[config.mk]
export PLATFORM = sky130hd
export DESIGN_NAME = mux2_stream_arb
export DESIGN_NICKNAME = d
export VERILOG_FILES = /design/src/rtl/mux2_stream_arb.sv
export SDC_FILE = /design/constraint.sdc
export NUM_CORES = 1
export LEC_CHECK = 0
export ABC_AREA = 1
export CAP_MARGIN = 20
export CORE_MARGIN = 10
export CORE_UTILIZATION = 43
export DETAILED_ROUTE_END_ITERATION = 10
export PLACE_DENSITY = 0.83
export SLEW_MARGIN = 20
export SYNTH_ARGS = -nofsm -noshare
export SYNTH_HDL_FRONTEND = slang
export SYNTH_SLANG_ARGS = --single-unit
[constraint.sdc]
create_clock -name i_clk -period 1.2 [get_ports i_clk]
set_input_delay 0.18 -clock i_clk [delete_from_list [all_inputs] [get_ports i_clk]]
set_output_delay 0.18 -clock i_clk [all_outputs]
set_load 0.03 [all_outputs]
[src/rtl/mux2_stream_arb.sv]
// mux2_stream_arb: registered two-input valid/ready arbiter feeding a single-entry output register.
// Define MUX2_STREAM_ARB_RR_EN for round-robin on contention; otherwise in0 has fixed priority.
module mux2_stream_arb #(
    parameter int DW    = 8,
    parameter int CNT_W = 8
) (
    input  logic             i_clk,
    input  logic             i_rstn,
    input  logic [DW-1:0]    i_in0_data,
    input  logic             i_in0_valid,
    output logic             o_in0_ready,
    input  logic [DW-1:0]    i_in1_data,
    input  logic             i_in1_valid,
    output logic             o_in1_ready,
    output logic [DW-1:0]    o_out_data,
    output logic             o_out_valid,
    input  logic             i_out_ready,
    output logic             o_sel,
    output logic [CNT_W-1:0] o_cnt0,
    output logic [CNT_W-1:0] o_cnt1
);
    logic load, any_vld, both_vld, grant, last_sel, xfer0, xfer1;

    assign load     = !o_out_valid || i_out_ready;
    assign any_vld  = i_in0_valid || i_in1_valid;
    assign both_vld = i_in0_valid && i_in1_valid;

`ifdef MUX2_STREAM_ARB_RR_EN
    assign grant = both_vld ? !last_sel : i_in1_valid;
`else
    logic unused_last_sel;
    assign unused_last_sel = last_sel;
    assign grant = both_vld ? 1'b0 : i_in1_valid;
`endif

    // Ready is gated by reset so both readies read low while held in reset.
    assign o_in0_ready = i_rstn && load && any_vld && !grant;
    assign o_in1_ready = i_rstn && load && any_vld && grant;
    assign xfer0 = i_in0_valid && o_in0_ready;
    assign xfer1 = i_in1_valid && o_in1_ready;

    always_ff @(posedge i_clk or negedge i_rstn) begin
        if (!i_rstn) begin
            o_out_data  <= '0;
            o_out_valid <= 1'b0;
            o_sel       <= 1'b0;
            o_cnt0      <= '0;
            o_cnt1      <= '0;
            last_sel    <= 1'b1;
        end else begin
            if (load)
                o_out_valid <= any_vld;
            if (xfer0) begin
                o_out_data <= i_in0_data;
                o_sel      <= 1'b0;
                last_sel   <= 1'b0;
                o_cnt0     <= o_cnt0 + 1'b1;
            end
            if (xfer1) begin
                o_out_data <= i_in1_data;
                o_sel      <= 1'b1;
                last_sel   <= 1'b1;
                o_cnt1     <= o_cnt1 + 1'b1;
            end
        end
    end
endmodule

; Word level (Yosys, flattened, before mapping)
; Cells that the tools add are included.
[op_classes]
n_bitwise = 0
mux = 5
n_mul = 0
n_addsub = 2
n_shift = 0
div = 0
reduce_logical = 12
n_eq_ne = 0
n_lt_le_gt_ge = 0
[op_table]
columns = cell, n
row1 = $add 8x1->8 const B, 2
row2 = $mux 8, 2
row3 = $logic_and 1x1->1, 7
row4 = $mux 1, 3
row5 = $logic_not 1->1, 2
row6 = $logic_or 1x1->1, 2
row7 = $reduce_bool 2->1, 1
[totals]
latch_bits = 0
output_inout_bits = 28
mem_bits_rw = 0
n_memories = 0
romBits = 0
inputBits = 21
reg_bits = 26

; Longest topological paths before layout
; Gate-level depths: netlist of run 1.
[depth]
ltp_word = 8
mapped_depth = 8
depth_no_buf = 7

; Worst setup path before layout of run 1
; No wires, ideal clock.
[synth_timing]
kind = flip-flop to flip-flop
startpoint = register o_cnt0[0]
endpoint = register o_cnt0[6]
path_slack_ns = -0.118
t_arrival_ns = 1.200
setup_ns = 0.118
stages_incl_launch_ff = 7
cell_sequence = dfrtp_1 ha_1 nand3_1 nor2_4 nand2_1 nand2_1 nand2_1
[synth_via]
elab_chain_cells = 1
[synth_rtl]
columns = item, line
row1 = start: declaration, 19  ; output logic [CNT_W-1:0] o_cnt0,
row2 = start signal: assignment, 57  ; o_cnt0 <= o_cnt0 + 1'b1;
row3 = $add 8x1->8, 57
; No other way between the ends.
; A chain may end at the register's enable or synchronous reset.

; Final worst setup path of run 1
[layout_timing]
startpoint = register o_out_valid
endpoint = output o_in1_ready
[layout_via]
elab_chain_cells = 5
[layout_rtl]
columns = item, line
row1 = start: declaration, 16  ; output logic o_out_valid,
row2 = start signal: assignment, 52  ; o_out_valid <= any_vld;
row3 = $logic_not 1->1, 24  ; assign load = !o_out_valid || i_out_ready;
row4 = $logic_or 1x1->1, 24
row5 = $logic_and 1x1->1 (3 in series), 38  ; assign o_in1_ready = i_rstn && load && any_vld && grant;
row6 = end: declaration, 14  ; output logic o_in1_ready,
; No other way between the ends.

==> impl_metrics.json, run 1 <==
{
  "slew_headroom_pct": 77.50,
  "synthCells": 163,
  "power_mw": 3.245,
  "core_um2": 2978,
  "cp-end-kind": "output pin",
  "n_antenna_cell": 0,
  "fin_skew_ns": 0.009637,
  "ios": 49,
  "row_count": 20,
  "clkSinkCount": 26,
  "routed_wl_mm": 3.328,
  "gp_congestion": 0.7917,
  "cap_viol_max_count": 0,
  "avgSynthCellArea_um2": 8.068,
  "grt_pass1_vias": 1174,
  "critPathLaunchType": "flop",
  "grt_max_degree": 27,
  "clkSlewWorstSetupHoldPaths_ns": 0.14,
  "antenna_found_initial": 0,
  "netlist_area_um2": 1315,
  "nets": 250,
  "route.vias.total": 1241,
  "finalHoldViolCount": 0,
  "cts_tree": "built",
  "clk_latency_ns": 0.32,
  "ctsRootBufferMaster": "clkbuf_4",
  "drc": 0,
  "cp_max_fo": 3,
  "tightest_slew_ns": 0.3375,
  "fin_crit_ns": 1.348,
  "numCtsBuffers": 3,
  "fmax_mhz": 741.8,
  "drtIter0Drc": 83,
  "die_w_um": 75.30,
  "cts_max_path_buffers": 2,
  "cp.arrival_ns": 1.17,
  "grt_pass1_wl_mm": 5.168,
  "irDropWorstVdd_v": 0.001071,
  "avgRoutedWirePerCell_um": 12.85,
  "setup_viol": 14,
  "drt-pass1-iter-count": 5,
  "rsz0062_at_grt": "yes",
  "overflow": 0,
  "drv_slew": 0,
  "hold_class": "in -> reg",
  "postRouteAntennaNets": 0,
  "layout-drive-gt1-share_pct": 30.09,
  "critical_path_class": "reg -> out",
  "die_area_um2": 5670,
  "die_h_um": 75.30,
  "dpl.hpwl_mm": 2.544,
  "status": "finished with violations",
  "critPathRequiredTime_ns": 1.02,
  "yosysUniqueCellTypes": 20,
  "portBuffers": 48,
  "grt_usage_pct": 11.36,
  "h-tree-depth": 1,
  "p_per_area_nw_per_um2": 1632,
  "yosys_warnings": 0,
  "syn_to_final_growth_pct": 51.19,
  "finalWorstSetupSlack_ns": -0.1480,
  "violations": "setup timing",
  "via_per_inst": 4.792,
  "hold_buffers": 0,
  "hold_ws_ns": 0.4041,
  "ys_seq_elements": 26,
  "synth_nets": 186,
  "leakage_nw": 0.9876,
  "start_util_pct": 44.16,
  "ys_seq_area_share_pct": 49.48,
  "fin_crit_sh_pct": 112.3
}
-- per-stage QoR --
step | setup slack (ns) | std cells | util [%] | area (µm²) | TNS [ns]
3_5_place_dp | -0.2623 | 251 | 61.34 | 1827 | -5.444
5_1_grt | -0.2030 | 259 | 66.76 | 1988 | -1.557
3_3_place_gp | -0.2308 | 251 | 61.34 | 1827 | -4.645
2_1_floorplan | -0.01097 | 163 | - | 1321 | -0.01097
4_1_cts | -0.1631 | 257 | 64.66 | 1926 | -0.3517
6_report | -0.1480 | 259 | 66.76 | 1988 | -0.5933
-- path summary, 6_finish.rpt --
check / endpoint / startpoint / slack, ns / depth (start not counted)
worst max-delay path: o_in1_ready / o_out_valid / -0.15 / 4
worst min-delay path: o_out_data[0] / i_in0_data[0] / 0.40 / 3
worst max register to register: o_out_data[5] / o_out_valid / -0.04 / 7
worst min register to register: o_out_data[4] / o_out_data[4] / 0.50 / 2
max in group asynchronous: o_out_valid / i_rstn / 0.46 / 2
min in group asynchronous: o_cnt0[5] / i_rstn / 0.47 / 2
-- what timing repair did --
action                     4_1_cts  5_1_grt
hold endpoints to repair         0        0
setup endpoints to repair        5       23
pin swaps                        2        4
gates resized for setup          8       13
buffers inserted                 3        4
-- layer usage --
layer	share of wire [%]	track usage, %	up-vias	wire [µm]
met1	44	13.24	577	1451
met2	49	20.11	36	1634
met5	0	0	-	0
met4	0.42	2.474	0	14
li1	-	-	626	-
met3	6.9	3.255	2	228
-- final cells by class --
class,instances,area (µm²)
flip-flops and latches,26,659.4
clock buffers,3,22.52
clock inverters,1,30.03
repair buffers,63,569.3
inverters,14,57.56
multi-input cells,119,608.1
well taps,33,41.29
fillers,250,989.7
-- cells in the final DEF (no fill, tap or decap), drive strengths merged --
cell type	instances
buf	43
bufinv	1
clkbuf	3
clkdlybuf4s50	20
dfrtp	26
ha	2
inv	14
nand2	77
nand3	16
nand3b	2
nand4	1
nor2	10
nor3	2
o21ai	2
xnor2	2
xor2	5
-- flip-flops by register name (all words and copies together), names as in the netlist --
| register | flops |
|---|---|
| o_cnt1 | 8 |
| o_out_data | 8 |
| o_sel | 1 |
| o_out_valid | 1 |
| o_cnt0 | 8 |
-- cells by family (layout without fill, tap and decap cells) --
family | count (synthesis) | after routing | synth area share [%]
buffers and inverters | 18 | 81 | 7.327
AOI/OAI and AO/OA | 2 | 2 | 1.046
xor gates and xnor gates | 7 | 7 | 4.662
DFF | 26 | 26 | 49.48
adders and majority gates | 2 | 2 | 1.903
and+or+nand+nor | 108 | 108 | 35.58
-- critical path, cell delays in order, from the launching register on --
cell and delay [ns]:
dfrtp_2 0.45, nand2_4 0.09, nand2_4 0.05, nor2_4 0.11
buf_6 0.15
-- synth_stat cells, drive strengths merged --
library cell | number | area share (%)
nor3 | 2 | 0.76
o21ai | 2 | 1.0
nor2 | 10 | 4.4
inv | 14 | 4.2
nand3 | 16 | 6.5
nand3b | 2 | 1.1
nand2 | 77 | 22
nand4 | 1 | 0.48
xnor2 | 2 | 1.3
ha | 2 | 1.9
buf | 4 | 3.1
xor2 | 5 | 3.3
dfrtp | 26 | 49
-- power breakdown --
| part | leakage (nW) | switching (mW) | internal, mW | total [mW] |
|---|---|---|---|---|
| registers | 0.326 | 0.229 | 1.08 | 1.31 |
| logic | 0.634 | 0.752 | 0.571 | 1.32 |
| clock network | 0.0279 | 0.271 | 0.338 | 0.609 |
| total | 0.988 | 1.25 | 1.99 | 3.25 |
(Power assumes the default switching activity.)
==> inputs of run 2 (changes only) <==
--- a/config.mk
+++ b/config.mk
@@ -7,7 +7,7 @@
 export LEC_CHECK = 0
 export ABC_AREA = 1
 export CAP_MARGIN = 20
-export CORE_MARGIN = 10
+export CORE_MARGIN = 1
 export CORE_UTILIZATION = 43
 export DETAILED_ROUTE_END_ITERATION = 10
 export PLACE_DENSITY = 0.83
==> impl_metrics.json, run 2 (same netlist as run 1, synthesis figures left out) <==
{
  "cp_max_fo": 4,
  "overflow": 0,
  "n_antenna_cell": 0,
  "p_per_area_nw_per_um2": 1573,
  "final_util_pct": 68.73,
  "gp_congestion": 0.7900,
  "final_common_cell": "nand2_1",
  "portBuffers": 48,
  "postRouteAntennaNets": 0,
  "fillers": 253,
  "routed_wl_mm": 3.076,
  "reg_top3": "o_cnt0 x8, o_cnt1 x8, o_out_data x8",
  "row_count": 19,
  "cp-end-kind": "output pin",
  "drv_slew": 0,
  "cts_tree": "built",
  "tightest_slew_ns": 0.2548,
  "nets": 251,
  "multi_input_area_um2": 585.6,
  "die_h_um": 57.30,
  "ios": 49,
  "numCtsBuffers": 3,
  "status": "finished with violations",
  "syn_to_final_growth_pct": 47.86,
  "setup_viol": 17,
  "hold_class": "in -> async",
  "die_w_um": 57.30,
  "route.vias.total": 1258,
  "leakage_nw": 0.9812,
  "fin_crit_sh_pct": 115.4,
  "dpl.hpwl_mm": 2.393,
  "drc": 6,
  "critical_path_class": "reg -> out",
  "drtIter0Drc": 50,
  "grt_pass1_wl_mm": 5.313,
  "slew_headroom_pct": 82.88,
  "rsz0062_at_grt": "yes",
  "power_mw": 3.058,
  "fin_crit_ns": 1.385,
  "avgRoutedWirePerCell_um": 11.92,
  "irDropWorstVdd_v": 0.001189,
  "dp_slack_ns": -0.2569,
  "critPathLaunchType": "flop",
  "ctsRootBufferMaster": "clkbuf_4",
  "design_area_um2": 1944,
  "power.internal_mw": 1.814,
  "core_um2": 2829,
  "cp.arrival_ns": 1.21,
  "finalWorstSetupSlack_ns": -0.1852,
  "final_cell_mix": "75 x nand2_1, 35 x buf_4, 20 x clkdlybuf4s50_1",
  "postPlaceCellArea_um2": 1874,
  "clkSinkCount": 26,
  "fmax_mhz": 721.9,
  "critPathRequiredTime_ns": 1.02,
  "via_per_inst": 4.876,
  "antenna_found_initial": 0,
  "die_area_um2": 3283,
  "cts_max_path_buffers": 2,
  "start_util_pct": 46.48,
  "hold_ws_ns": 0.2992,
  "power.switching_mw": 1.243,
  "cap_viol_max_count": 0,
  "grt_max_degree": 21,
  "grt_usage_pct": 20.64,
  "grt_pass1_vias": 1232,
  "p_seq_share_pct": 42.8,
  "violations": "DRC, setup timing",
  "clkPwrFrac_pct": 14.7,
  "clk_latency_ns": 0.32,
  "fin_skew_ns": 0.0009037,
  "r2r-start": "o_out_valid",
  "timing.critical_path.from": "o_out_valid",
  "layout-drive-gt1-share_pct": 29.52,
  "finalHoldViolCount": 0,
  "drt-pass1-iter-count": 7,
  "ff_latch_area_um2": 659.4,
  "h-tree-depth": 1,
  "clkSlewWorstSetupHoldPaths_ns": 0.14,
  "pwr-share-comb_pct": 42.6,
  "netSwitchingFraction_pct": 40.67
}
[run 2: area by class of cell]
type | count | share of cell area, %
Clock buffer | 4 | 1.866
Inverter | 14 | 2.831
Multi-Input combinational cell | 119 | 30.12
Sequential cell | 26 | 33.91
Tap cell | 31 | 1.995
Timing Repair Buffer | 64 | 29.28
[run 2: critical path, cell delays in order, from the launching register on]
cell,delay (ns)
dfrtp_2,0.45
nand2_4,0.09
nand2_4,0.05
nor2_4,0.16
buf_8,0.14
[run 2: final timing paths]
kind | endpoint | slack (ns) | cells past startpoint
worst max-delay path | o_in1_ready | -0.19 | 4
worst min-delay path | o_out_valid | 0.30 | 2
worst max register to register | o_cnt1[0] | -0.12 | 7
worst min register to register | o_out_data[7] | 0.50 | 2
max in group asynchronous | o_cnt0[2] | 0.57 | 2
min in group i_clk | o_out_data[4] | 0.41 | 3
[run 2: timing repair]
action | in CTS | in global routing
setup endpoints to repair | 7 | 28
hold endpoints to repair | 0 | 0
setup buffers | 2 | 2
pin swaps | 0 | 2
gates resized for setup | 18 | 15
hold buffers | 0 | 0
[run 2: layer usage]
metal | wire (µm) | part of all wire, % | vias to the layer above | global-route usage (%)
li1 | - | - | 631 | -
met1 | 1394 | 45 | 586 | 27.58
met2 | 1529 | 50 | 39 | 36.13
met3 | 136 | 4.4 | 2 | 2.721
met4 | 15 | 0.49 | 0 | 4.181
met5 | 0 | 0 | - | 0
[run 2: power by group through the flow]
stage	Combinational, mW	Clock [mW]	Sequential, mW
2_1_floorplan	0.387	0	1.65
3_3_place_gp	1.25	0	1.30
3_5_place_dp	1.28	0	1.31
4_1_cts	1.28	0.455	1.29
5_1_grt	1.41	0.493	1.34
6_report	1.30	0.448	1.31
[run 2: through the flow]
stage               instances  setup TNS [ns]
finish                    258          -1.665
global route              258          -2.805
CTS                       257          -2.197
detailed placement        251          -5.477
global placement          251          -5.021
floorplan                 163        -0.01097
==> inputs of run 3 (changes only) <==
--- a/config.mk
+++ b/config.mk
@@ -8,10 +8,11 @@
 export ABC_AREA = 1
 export CAP_MARGIN = 20
 export CORE_MARGIN = 1
-export CORE_UTILIZATION = 43
+export CORE_UTILIZATION = 39
 export DETAILED_ROUTE_END_ITERATION = 10
-export PLACE_DENSITY = 0.83
-export SLEW_MARGIN = 20
+export PLACE_DENSITY = 0.8
+export SLEW_MARGIN = 5
 export SYNTH_ARGS = -nofsm -noshare
 export SYNTH_HDL_FRONTEND = slang
 export SYNTH_SLANG_ARGS = --single-unit
+export TNS_END_PERCENT = 1
==> constraint.sdc (replaced) <==
create_clock -name i_clk -period 1.15 [get_ports i_clk]
set_input_delay 0.1725 -clock i_clk [delete_from_list [all_inputs] [get_ports i_clk]]
set_output_delay 0.1725 -clock i_clk [all_outputs]
set_load 0.03 [all_outputs]
==> impl_metrics.json, run 3 (same netlist as run 1, synthesis figures left out) <==
{
  "core_um2": 3128,
  "ctsRootBufferMaster": "clkbuf_4",
  "die_area_um2": 3608,
  "final_cell_mix": "73 x nand2_1, 26 x buf_4, 19 x clkdlybuf4s50_1",
  "route.vias.total": 1263,
  "grt_max_degree": 24,
  "power.switching_mw": 1.341,
  "power.internal_mw": 1.959,
  "antenna_found_initial": 0,
  "die_w_um": 60.07,
  "violations": "setup timing",
  "grt_pass1_wl_mm": 4.761,
  "critical_path_class": "reg -> out",
  "worstPathCellList": "nand2_4 > nand2_4 > nor2_4 > buf_12 > buf_8",
  "path_common_cell": "nand2_4",
  "crit_buf_inv": 2,
  "status": "finished with violations",
  "postRouteAntennaNets": 0,
  "drv_slew": 0,
  "max_stage_delay_ns": 0.45,
  "cap_viol_max_count": 0,
  "critPathLaunchType": "flop",
  "drtIter0Drc": 68,
  "portBuffers": 48,
  "drc": 0,
  "nets": 252,
  "fin_crit_ns": 1.434,
  "pwr-share-comb_pct": 45.0,
  "leakage_nw": 1.005,
  "n_antenna_cell": 0,
  "ios": 49,
  "grt_usage_pct": 17.67,
  "cp-end-kind": "output pin",
  "fin_crit_sh_pct": 124.7,
  "tightest_slew_ns": 0.2942,
  "via_per_inst": 4.643,
  "routed_wl_mm": 3.076,
  "clkSlewWorstSetupHoldPaths_ns": 0.14,
  "finalHoldViolCount": 0,
  "r2r_slack_ns": -0.20,
  "avgRoutedWirePerCell_um": 11.31,
  "hold_class": "in -> reg",
  "clkSinkCount": 26,
  "cts_max_path_buffers": 2,
  "row_count": 20,
  "netSwitchingFraction_pct": 40.62,
  "syn_to_final_growth_pct": 56.90,
  "overflow": 0,
  "dpl.cell_count": 263,
  "p_seq_share_pct": 43.1,
  "start_util_pct": 42.04,
  "stdcell_count": 272,
  "gp_congestion": 0.8312,
  "rsz0062_at_grt": "yes",
  "dpl.hpwl_mm": 2.268,
  "clkPwrFrac_pct": 11.9,
  "final_common_cell": "nand2_1",
  "slew_headroom_pct": 80.33,
  "hold_ws_ns": 0.3243,
  "numCtsBuffers": 3,
  "finalWorstSetupSlack_ns": -0.2844,
  "power_mw": 3.300,
  "fin_skew_ns": 0.003081,
  "layout-drive-gt1-share_pct": 32.46,
  "irDropWorstVdd_v": 0.0009840,
  "drt-pass1-iter-count": 4,
  "h-tree-depth": 1,
  "critPathRequiredTime_ns": 0.98,
  "setup_viol": 20,
  "grt_pass1_vias": 1116,
  "fmax_mhz": 697.1,
  "clk_latency_ns": 0.31,
  "p_per_area_nw_per_um2": 1599,
  "cts_tree": "built",
  "cp.arrival_ns": 1.26,
  "cp_max_fo": 3,
  "critPathTopFamily": "flip-flops",
  "reg_top3": "o_cnt0 x8, o_cnt1 x8, o_out_data x8",
  "die_h_um": 60.07,
  "fillers": 256,
  "crit_slowest_cell": "dfrtp_2"
}
run 3: worst paths after layout:
check,start,endpoint,cells past startpoint
setup / recovery,o_out_valid,o_in1_ready,5
hold / removal,i_in0_valid,o_out_valid,4
setup reg to reg,o_out_valid,o_cnt1[7],9
hold reg to reg,o_sel,o_sel,2
max in group asynchronous,i_rstn,o_cnt1[0],2
min in group asynchronous,i_rstn,o_out_valid,2
run 3: area by class of cell:
cell class / count / area (µm²) / area share (%)
well taps: 44 / 55.05 / 2.668
multi-input cells: 119 / 630.6 / 30.56
repair buffers: 65 / 633.1 / 30.69
inverters: 14 / 55.05 / 2.668
clock buffers: 4 / 26.28 / 1.273
flip-flops and latches: 26 / 663.1 / 32.14
run 3: worst min-delay path, stage by stage:
cell and delay [ns]:
dlymetal6s2s_1 0.19, nor2_1 0.08, buf_4 0.12, nand2_1 0.05
run 3: per-stage QoR:
step	TNS, ns	cell area (µm²)	setup WS, ns	util (%)
2_1_floorplan	-0.02741	1354	-0.01603	-
6_report	-3.204	2063	-0.2844	65.96
3_3_place_gp	-6.689	1893	-0.3021	60.52
3_5_place_dp	-6.918	1893	-0.3096	60.52
4_1_cts	-1.478	1968	-0.2927	62.92
5_1_grt	-4.524	2063	-0.3400	65.96
run 3: per-layer routing:
metal	global-route usage, %	up-vias	wire length (µm)
li1	-	637	-
met1	21.95	594	1330
met2	32.54	30	1639
met3	1.948	2	90
met4	3.987	0	15
met5	0	-	0
run 3: power groups by stage:
stage               Combinational (mW)  Clock, mW  Sequential [mW]
finish                            1.48      0.394             1.42
CTS                               1.39      0.417             1.39
global placement                  1.32          0             1.40
detailed placement                1.35          0             1.40
floorplan                        0.432          0             1.76
global route                      1.61      0.453             1.46
run 3: timing repair:
item	CTS	global route
pin swaps	2	2
setup buffers	3	2
setup endpoints to repair	14	36
gates resized for setup	8	23
hold buffers	0	0
